$ cat src/rtl/serial_dac_stream_driver.sv
// Serial DAC write engine: shifts NUM_CH words MSB-first on a shared SCLK/LD/CLR,
// with a queued clear command and an automatic clear after reset.
module serial_dac_stream_driver #(
    parameter int DATA_W  = 12,
    parameter int NUM_CH  = 1,
    parameter int CLK_DIV = 2,
    parameter int LD_GAP  = 2,
    parameter int LD_W    = 2,
    parameter int CLR_W   = 2
) (
    input  logic                     clk,
    input  logic                     reset,
    input  logic [NUM_CH*DATA_W-1:0] in_data,
    input  logic                     in_valid,
    output logic                     in_ready,
    input  logic                     clr_req,
    output logic                     busy,
    output logic                     done,
    output logic                     dac_sclk,
    output logic [NUM_CH-1:0]        dac_sdi,
    output logic                     dac_ld_n,
    output logic                     dac_clr_n
);

    localparam int M1   = (CLK_DIV > LD_GAP) ? CLK_DIV : LD_GAP;
    localparam int M2   = (LD_W > CLR_W) ? LD_W : CLR_W;
    localparam int MAXC = (M1 > M2) ? M1 : M2;
    localparam int CW   = (MAXC > 1) ? $clog2(MAXC) : 1;
    localparam int BW   = $clog2(DATA_W);

    localparam logic [CW-1:0] DIV_END = CW'(CLK_DIV - 1);
    localparam logic [CW-1:0] GAP_END = CW'(LD_GAP - 1);
    localparam logic [CW-1:0] LD_END  = CW'(LD_W - 1);
    localparam logic [CW-1:0] CLR_END = CW'(CLR_W - 1);
    localparam logic [BW-1:0] BIT_TOP = BW'(DATA_W - 1);

    typedef enum logic [2:0] {
        S_CLR,
        S_IDLE,
        S_SHIFT,
        S_GAP,
        S_LOAD
    } state_t;

    state_t                           state;
    logic [CW-1:0]                    cnt;
    logic [BW-1:0]                    bitn;
    logic [NUM_CH-1:0][DATA_W-1:0]    sh;
    logic                             ready_q;
    logic                             pend;

    // A clear wins over a same-cycle word, so mask ready while one is due.
    assign in_ready = ready_q & ~clr_req & ~pend;

    always_ff @(posedge clk or negedge reset) begin
        if (!reset) begin
            state     <= S_CLR;
            cnt       <= '0;
            bitn      <= '0;
            sh        <= '0;
            ready_q   <= 1'b0;
            pend      <= 1'b0;
            busy      <= 1'b1;
            done      <= 1'b0;
            dac_sclk  <= 1'b1;
            dac_sdi   <= '0;
            dac_ld_n  <= 1'b1;
            dac_clr_n <= 1'b0;
        end else begin
            done <= 1'b0;
            if (state != S_IDLE && clr_req) begin
                pend <= 1'b1;
            end
            unique case (state)
                S_CLR: begin
                    if (cnt == CLR_END) begin
                        state     <= S_IDLE;
                        cnt       <= '0;
                        dac_clr_n <= 1'b1;
                        ready_q   <= 1'b1;
                        busy      <= 1'b0;
                    end else begin
                        cnt <= cnt + CW'(1);
                    end
                end
                S_IDLE: begin
                    if (pend || clr_req) begin
                        state     <= S_CLR;
                        cnt       <= '0;
                        pend      <= 1'b0;
                        dac_clr_n <= 1'b0;
                        ready_q   <= 1'b0;
                        busy      <= 1'b1;
                    end else if (in_valid) begin
                        state    <= S_SHIFT;
                        cnt      <= '0;
                        bitn     <= BIT_TOP;
                        ready_q  <= 1'b0;
                        busy     <= 1'b1;
                        dac_sclk <= 1'b0;
                        for (int c = 0; c < NUM_CH; c++) begin
                            dac_sdi[c] <= in_data[c*DATA_W + DATA_W - 1];
                            sh[c]      <= in_data[c*DATA_W +: DATA_W] << 1;
                        end
                    end
                end
                S_SHIFT: begin
                    if (cnt != DIV_END) begin
                        cnt <= cnt + CW'(1);
                    end else begin
                        cnt <= '0;
                        if (!dac_sclk) begin
                            dac_sclk <= 1'b1;
                        end else if (bitn == '0) begin
                            state <= S_GAP;
                        end else begin
                            // Next bit is presented on the falling edge only.
                            bitn     <= bitn - BW'(1);
                            dac_sclk <= 1'b0;
                            for (int c = 0; c < NUM_CH; c++) begin
                                dac_sdi[c] <= sh[c][DATA_W-1];
                                sh[c]      <= sh[c] << 1;
                            end
                        end
                    end
                end
                S_GAP: begin
                    if (cnt == GAP_END) begin
                        state    <= S_LOAD;
                        cnt      <= '0;
                        dac_ld_n <= 1'b0;
                    end else begin
                        cnt <= cnt + CW'(1);
                    end
                end
                S_LOAD: begin
                    if (cnt == LD_END) begin
                        state    <= S_IDLE;
                        cnt      <= '0;
                        dac_ld_n <= 1'b1;
                        done     <= 1'b1;
                        ready_q  <= 1'b1;
                        busy     <= 1'b0;
                    end else begin
                        cnt <= cnt + CW'(1);
                    end
                end
                default: state <= S_CLR;
            endcase
        end
    end

endmodule

$ cat config.mk
export PLATFORM = sky130hd
export DESIGN_NAME = serial_dac_stream_driver
export DESIGN_NICKNAME = d
export VERILOG_FILES = /design/src/rtl/serial_dac_stream_driver.sv
export SDC_FILE = /design/constraint.sdc
export NUM_CORES = 1
export LEC_CHECK = 0
export ABC_CLOCK_PERIOD_IN_PS = 2400
export CORE_UTILIZATION = 45
export DETAILED_ROUTE_END_ITERATION = 8
export GPL_TIMING_DRIVEN = 0
export PLACE_DENSITY = 0.66
export SYNTH_ARGS = -nofsm -noshare
export SYNTH_HDL_FRONTEND = slang
export SYNTH_SLANG_ARGS = --single-unit
$ cat constraint.sdc
create_clock -name clk -period 2.4 [get_ports clk]
set_input_delay 0.24 -clock clk [delete_from_list [all_inputs] [get_ports clk]]
set_output_delay 0.24 -clock clk [all_outputs]
set_load 0.01 [all_outputs]
* Word level (Yosys, flattened, before mapping) *
Cells that the tools add are included.

word-level totals
  output and inout bits = 7
  input port bits = 16
  register bits after elaboration = 28

cells by class
  muxes and demuxes = 49
  reduce and logical (&&, ||, !) cells = 18
  bitwise gates (word level) = 4
  add/subtract/negate cells = 2
  eq/ne operators = 17

operator list
  kind                   number
  $mux W12               5
  $pmux W12 S2           1
  $mux W1                22
  $mux W3                7
  $mux W4                5
  $ne A2 B2 Y1 const B   10
  $pmux W1 S2            7
  $pmux W3 S4            1
  $reduce_and A6 Y1      2
  $reduce_bool A2 Y1     5
  $reduce_and A3 Y1      3
  $pmux W4 S2            1
  $eq A3 B2 Y1 const B   2
  $logic_not A4 Y1       1
  $reduce_and A4 Y1      1
  $reduce_or A4 Y1       1
  $sub A4 B1 Y4 const B  1
  $eq A3 B1 Y1 const B   1
  $eq A3 B3 Y1 const B   1
  $logic_not A3 Y1       1
  $ne A3 B1 Y1 const B   1
  $ne A3 B3 Y1 const B   1
  $and A1 B1 Y1          2
  $ne A2 B1 Y1 const B   1
  other kinds (6)        7

* Depth between registers and ports, before layout *
  depth in word-level cells = 5
  mapped depth = 7

* Least setup slack after synthesis *
Ideal clock, no wire load.

  path kind = reg-to-reg
  start = reg bitn[0]
  end = reg dac_sdi
  path slack = 641 ps
  required time = 2275 ps
  arrival time = 1634 ps
  setup time = 125 ps
  stages on the path, launching flop included = 8
  path through = dfrtp_1 -> inv_1 -> ha_1 -> or3b_4 -> nand4_4 -> a21oi_4 -> buf_6 -> mux2_4

on the way
  word-level cells in the longest chain between the ends = 3

ends and longest elaborated chain
  what                           line  RTL
  start, declared                47    logic [BW-1:0] bitn;
  start signal, assigned         118   bitn <= bitn - BW'(1);
  $logic_not A4 Y1               114   end else if (bitn == '0) begin
  $ne A2 B2 Y1 (no line)         -
  $reduce_and A6 Y1 (no line)    -
  end signal, assigned by index  102   dac_sdi[c] <= in_data[c*DATA_W + DATA_W - 1];
  end signal, assigned by index  121   dac_sdi[c] <= sh[c][DATA_W-1];
  end, declared                  20    output logic [NUM_CH-1:0] dac_sdi,

Every way passes these cells.
A chain may end at the register's enable or synchronous reset.

* Worst setup path in the final report *
  start = reg pend
  end = out in_ready

on the way
  word-level cells in the longest chain between the ends = 2

ends and longest elaborated chain
  what                    line  RTL
  start, declared         50    logic pend;
  start signal, assigned  62    pend <= 1'b0;
  start signal, assigned  72    pend <= 1'b1;
  start signal, assigned  90    pend <= 1'b0;
  $not A1 Y1              53    assign in_ready = ready_q & ~clr_req & ~pend;
  $and A1 B1 Y1           53
  end, declared           15    output logic in_ready,

Every way passes these cells.

==> flow_results.xml <==
<?xml version="1.0" encoding="UTF-8"?>
<metrics>
  <group name="outcome">
    <metric name="status" unit="">finished, final reports clean</metric>
  </group>
  <group name="sta">
    <metric name="setup_total_negative_slack" unit="ps">0</metric>
    <metric name="rsz0062_at_grt" unit="">no</metric>
    <metric name="setup_violations" unit="">0</metric>
    <metric name="min_period_over_period" unit="%">84.3</metric>
    <metric name="clock_skew" unit="ps">14.6</metric>
    <metric name="report.final.hold_viol_count" unit="">0</metric>
    <metric name="timing.fmax" unit="MHz">495</metric>
    <metric name="max_slew_violation_count" unit="">0</metric>
    <metric name="worst-slew-pin-transition" unit="ps">622</metric>
    <metric name="timing.final.crit_period" unit="ps">2020</metric>
    <metric name="slew_headroom" unit="%">58.5</metric>
    <metric name="fin_hold_ws" unit="ps">424</metric>
  </group>
  <group name="setup_path">
    <metric name="worst-path-buf-inv" unit="">1</metric>
    <metric name="biggest_cell_delay_along_the_critical_path" unit="ps">540</metric>
    <metric name="cell_family_with_most_cp_delay" unit="">buffers and inverters</metric>
    <metric name="worstPathMaxFanout" unit="">5</metric>
    <metric name="critPathRequiredTime" unit="ps">2160</metric>
    <metric name="cp_cell_sequence" unit="">nor2_1 &gt; and2_1 &gt; clkdlybuf4s50_1</metric>
    <metric name="worst_setup_path_end_kind" unit="">primary output</metric>
    <metric name="cp_slowest_cell" unit="">sky130_fd_sc_hd__clkdlybuf4s50_1</metric>
    <metric name="cp.arrival" unit="ps">1780</metric>
    <metric name="worst_setup_path_start_kind" unit="">flip-flop</metric>
    <metric name="worstSetupPathType" unit="">reg2out</metric>
  </group>
  <group name="detailed_routing">
    <metric name="count_of_vias_placed_by_the_detailed_router" unit="">1142</metric>
    <metric name="ant_nets" unit="">0</metric>
    <metric name="vias_per_cell" unit="">5.29</metric>
    <metric name="routed_wl" unit="mm">2.88</metric>
    <metric name="detailedRoute.firstIterationViolations" unit="">51</metric>
    <metric name="drt_drc_violations_left" unit="">0</metric>
    <metric name="detail_route.wl_per_cell" unit="um">13.3</metric>
    <metric name="drtPass1Iterations" unit="">4</metric>
  </group>
  <group name="floorplan">
    <metric name="die-area" unit="um^2">3400</metric>
    <metric name="rows" unit="">20</metric>
    <metric name="initial_utilization" unit="%">47.1</metric>
    <metric name="floorplan.core_area" unit="um^2">3030</metric>
    <metric name="dieHeight" unit="um">58.3</metric>
    <metric name="boundaryPins" unit="">23</metric>
    <metric name="die_x" unit="um">58.3</metric>
  </group>
  <group name="clock_network">
    <metric name="clkLatencyLatePin" unit="ps">340</metric>
    <metric name="cts-buffers-inserted" unit="">3</metric>
    <metric name="clock_pin_slew_reported_for_the_worst_setup_and_hold_paths_after_clock_tree_synthesis" unit="ps">160</metric>
    <metric name="clock_sink_count" unit="">27</metric>
    <metric name="root_buffer" unit="">sky130_fd_sc_hd__clkbuf_4</metric>
    <metric name="postCtsHoldBufs" unit="">0</metric>
    <metric name="cts_post_setup_buffers_inserted" unit="">0</metric>
    <metric name="tritoncts" unit="">yes</metric>
    <metric name="cts_max_path_buffers" unit="">2</metric>
    <metric name="cts-resized-gates" unit="">0</metric>
    <metric name="cts_htree_levels" unit="">1</metric>
  </group>
  <group name="grt">
    <metric name="global_route.usage.total" unit="%">19.1</metric>
    <metric name="grt_first_pass_wirelength" unit="mm">4.92</metric>
    <metric name="grt_remaining_overflow" unit="">0</metric>
    <metric name="grt_max_degree" unit="">28</metric>
    <metric name="via_count_of_the_first_global_routing_pass" unit="">1082</metric>
    <metric name="antenna_found_initial" unit="">0</metric>
  </group>
  <group name="placement">
    <metric name="place_congestion" unit="">0.883</metric>
    <metric name="place_area" unit="um^2">1700</metric>
    <metric name="post-dp-hpwl" unit="mm">1.99</metric>
    <metric name="placement.io_buffers" unit="">22</metric>
  </group>
  <group name="power">
    <metric name="seq_power_share" unit="%">46.1</metric>
    <metric name="total_switching_power" unit="uW">651</metric>
    <metric name="p_int" unit="uW">1090</metric>
    <metric name="power_frac_comb" unit="%">42.1</metric>
    <metric name="clock_power_share" unit="%">11.8</metric>
    <metric name="vdd.ir_drop.worst" unit="mV">0.450</metric>
    <metric name="total_leakage_power" unit="uW">0.000733</metric>
    <metric name="power.density_cell_area" unit="nW/um^2">1010</metric>
    <metric name="swShare" unit="%">37.3</metric>
  </group>
  <group name="cells_and_area">
    <metric name="drive_above_1_share" unit="%">16.9</metric>
    <metric name="n_antenna_cell" unit="">0</metric>
    <metric name="num-fill-cells" unit="">271</metric>
    <metric name="layout.cell_area.non_filler" unit="um^2">1730</metric>
    <metric name="finalNetCount" unit="">190</metric>
    <metric name="area_growth_syn_to_layout" unit="%">21.6</metric>
  </group>
  <group name="job">
    <metric name="max_cap_violations" unit="">0</metric>
  </group>
  <group name="yosys">
    <metric name="post_synth_num_cell_types" unit="">36</metric>
    <metric name="syn-instance-count" unit="">145</metric>
    <metric name="synth_top_area_share" unit="%">42.1</metric>
    <metric name="netlist_top_cells_area" unit="">sky130_fd_sc_hd__dfrtp_1, sky130_fd_sc_hd__nand2_1, sky130_fd_sc_hd__mux2_4</metric>
    <metric name="flip_flop_and_latch_count_after_synthesis" unit="">27</metric>
    <metric name="syn_avg_cell_area" unit="um^2">9.84</metric>
    <metric name="synth_nets" unit="">162</metric>
    <metric name="synth-warning-count" unit="">0</metric>
    <metric name="synth_area_leader_cell" unit="">sky130_fd_sc_hd__dfrtp_1</metric>
    <metric name="netlist_area" unit="um^2">1430</metric>
    <metric name="synth.yosys.seq_area_share" unit="%">47.6</metric>
  </group>
  <group name="hold_path">
    <metric name="timing.hold.worst.class" unit="">in2async</metric>
  </group>
</metrics>
[path summary, 6_finish.rpt]
check	from	to	slack [ps]	depth (start not counted)
hold / removal	reset	sh[10]	420	2
setup / recovery	pend	in_ready	380	3
hold reg to reg	busy	busy	530	1
min in group clk	busy	busy	530	1
setup reg to reg	bitn[0]	sh[2]	480	7
max in group asynchronous	reset	bitn[3]	1560	2
[layout by cell type, fill, tap and decap left out]
master,Yosys,routed
sky130_fd_sc_hd__nor3_2,1,1
sky130_fd_sc_hd__nand4_4,1,1
sky130_fd_sc_hd__nand3_1,3,3
sky130_fd_sc_hd__dlygate4sd3_1,0,1
sky130_fd_sc_hd__a21oi_1,7,7
sky130_fd_sc_hd__nand2_1,36,36
sky130_fd_sc_hd__a21oi_4,1,1
sky130_fd_sc_hd__and2b_1,1,1
sky130_fd_sc_hd__or3b_4,1,1
sky130_fd_sc_hd__nand3b_1,3,3
sky130_fd_sc_hd__a2111oi_0,1,1
sky130_fd_sc_hd__nor3b_2,1,1
sky130_fd_sc_hd__a32oi_1,1,1
sky130_fd_sc_hd__and2_1,1,1
sky130_fd_sc_hd__or2b_1,1,1
sky130_fd_sc_hd__clkbuf_4,0,3
sky130_fd_sc_hd__and4bb_2,1,1
sky130_fd_sc_hd__nor2_1,10,10
sky130_fd_sc_hd__ha_1,1,1
sky130_fd_sc_hd__a31oi_1,2,2
sky130_fd_sc_hd__clkdlybuf4s50_1,0,21
sky130_fd_sc_hd__nor4b_1,1,1
sky130_fd_sc_hd__a21o_1,2,2
sky130_fd_sc_hd__clkbuf_1,4,4
sky130_fd_sc_hd__mux2_4,7,7
sky130_fd_sc_hd__inv_1,4,4
sky130_fd_sc_hd__nand4_1,1,1
sky130_fd_sc_hd__nand2b_1,2,2
sky130_fd_sc_hd__o31a_1,1,1
sky130_fd_sc_hd__o21ai_0,10,10
sky130_fd_sc_hd__dfstp_2,3,3
sky130_fd_sc_hd__a211oi_1,2,2
sky130_fd_sc_hd__mux2_2,5,5
sky130_fd_sc_hd__clkinv_2,0,1
sky130_fd_sc_hd__dfrtp_1,24,24
sky130_fd_sc_hd__buf_6,1,1
sky130_fd_sc_hd__o31ai_1,1,1
sky130_fd_sc_hd__o41ai_1,1,1
sky130_fd_sc_hd__a2bb2oi_1,1,1
sky130_fd_sc_hd__buf_2,2,3
[cells by family (layout without fill, tap and decap cells)]
group / after synthesis / count (layout) / share of synthesized area (%)
compound gates: 30 / 30 / 13.7
buf+inv: 11 / 38 / 3.60
mux: 12 / 12 / 11.3
simple gates: 64 / 64 / 22.9
fa+ha+maj: 1 / 1 / 0.877
flops: 27 / 27 / 47.6
[sequential cells by signal, summed over array words and instances (netlist names)]
register   cells
state          3
dac_sclk       1
sh            11
pend           1
busy           1
dac_clr_n      1
dac_ld_n       1
ready_q        1
done           1
bitn           4
cnt            1
dac_sdi        1
[metal layers]
layer	vias up	track usage, %	routed length [um]
met2	29	32.2	1370
li1	555	-	-
met1	553	24.7	1350
met3	5	2.64	119
met4	0	8.50	38
met5	-	0	0
[power by group through the flow]
stage	registers, uW	clock network (uW)	logic [uW]
final	805	206	735
after global routing	827	223	825
after detailed placement	811	0	736
after CTS	803	211	741
after global placement	800	0	723
after floorplan	792	0	511
[worst reg2reg max path, stage by stage, from the launching register on]
cell and delay, ps:
sky130_fd_sc_hd__dfrtp_1 400, sky130_fd_sc_hd__inv_1 50, sky130_fd_sc_hd__ha_1 230, sky130_fd_sc_hd__or3b_4 280, sky130_fd_sc_hd__nand4_4 120, sky130_fd_sc_hd__a21oi_4 230, sky130_fd_sc_hd__buf_6 200, sky130_fd_sc_hd__mux2_4 310
[Yosys cell counts (all sizes together)]
master	number
a2111oi	1
a211oi	2
a21o	2
a21oi	8
a2bb2oi	1
a31oi	2
a32oi	1
and2	1
and2b	1
and4bb	1
buf	3
clkbuf	4
dfrtp	24
dfstp	3
ha	1
inv	4
mux2	12
nand2	36
nand2b	2
nand3	3
nand3b	3
nand4	2
nor2	10
nor3	1
nor3b	1
nor4b	1
o21ai	10
o31a	1
o31ai	1
o41ai	1
or2b	1
or3b	1
[final cells by class]
| type | count | area [um^2] | share of cell area [%] |
|---|---|---|---|
| multi-input combinational | 107 | 696 | 40.1 |
| tap | 44 | 55.1 | 3.17 |
| inverter | 4 | 15.0 | 0.866 |
| timing repair buffer | 23 | 225 | 13.0 |
| buffer | 7 | 36.3 | 2.09 |
| clock inverter | 1 | 5.00 | 0.289 |
| clock buffer | 3 | 22.5 | 1.30 |
| sequential | 27 | 679 | 39.2 |
[metrics by stage]
stage                     worst slack [ps]  power [uW]  cells  util (%)
after floorplan                        641        1300    145         -
after CTS                              372        1760    215      57.1
after global routing                   302        1880    216      57.3
after detailed placement               377        1550    211      56.2
after global placement                 376        1520    211      56.2
final                                  378        1750    216      57.3
Note: power is estimated with default switching activity, not from simulation.
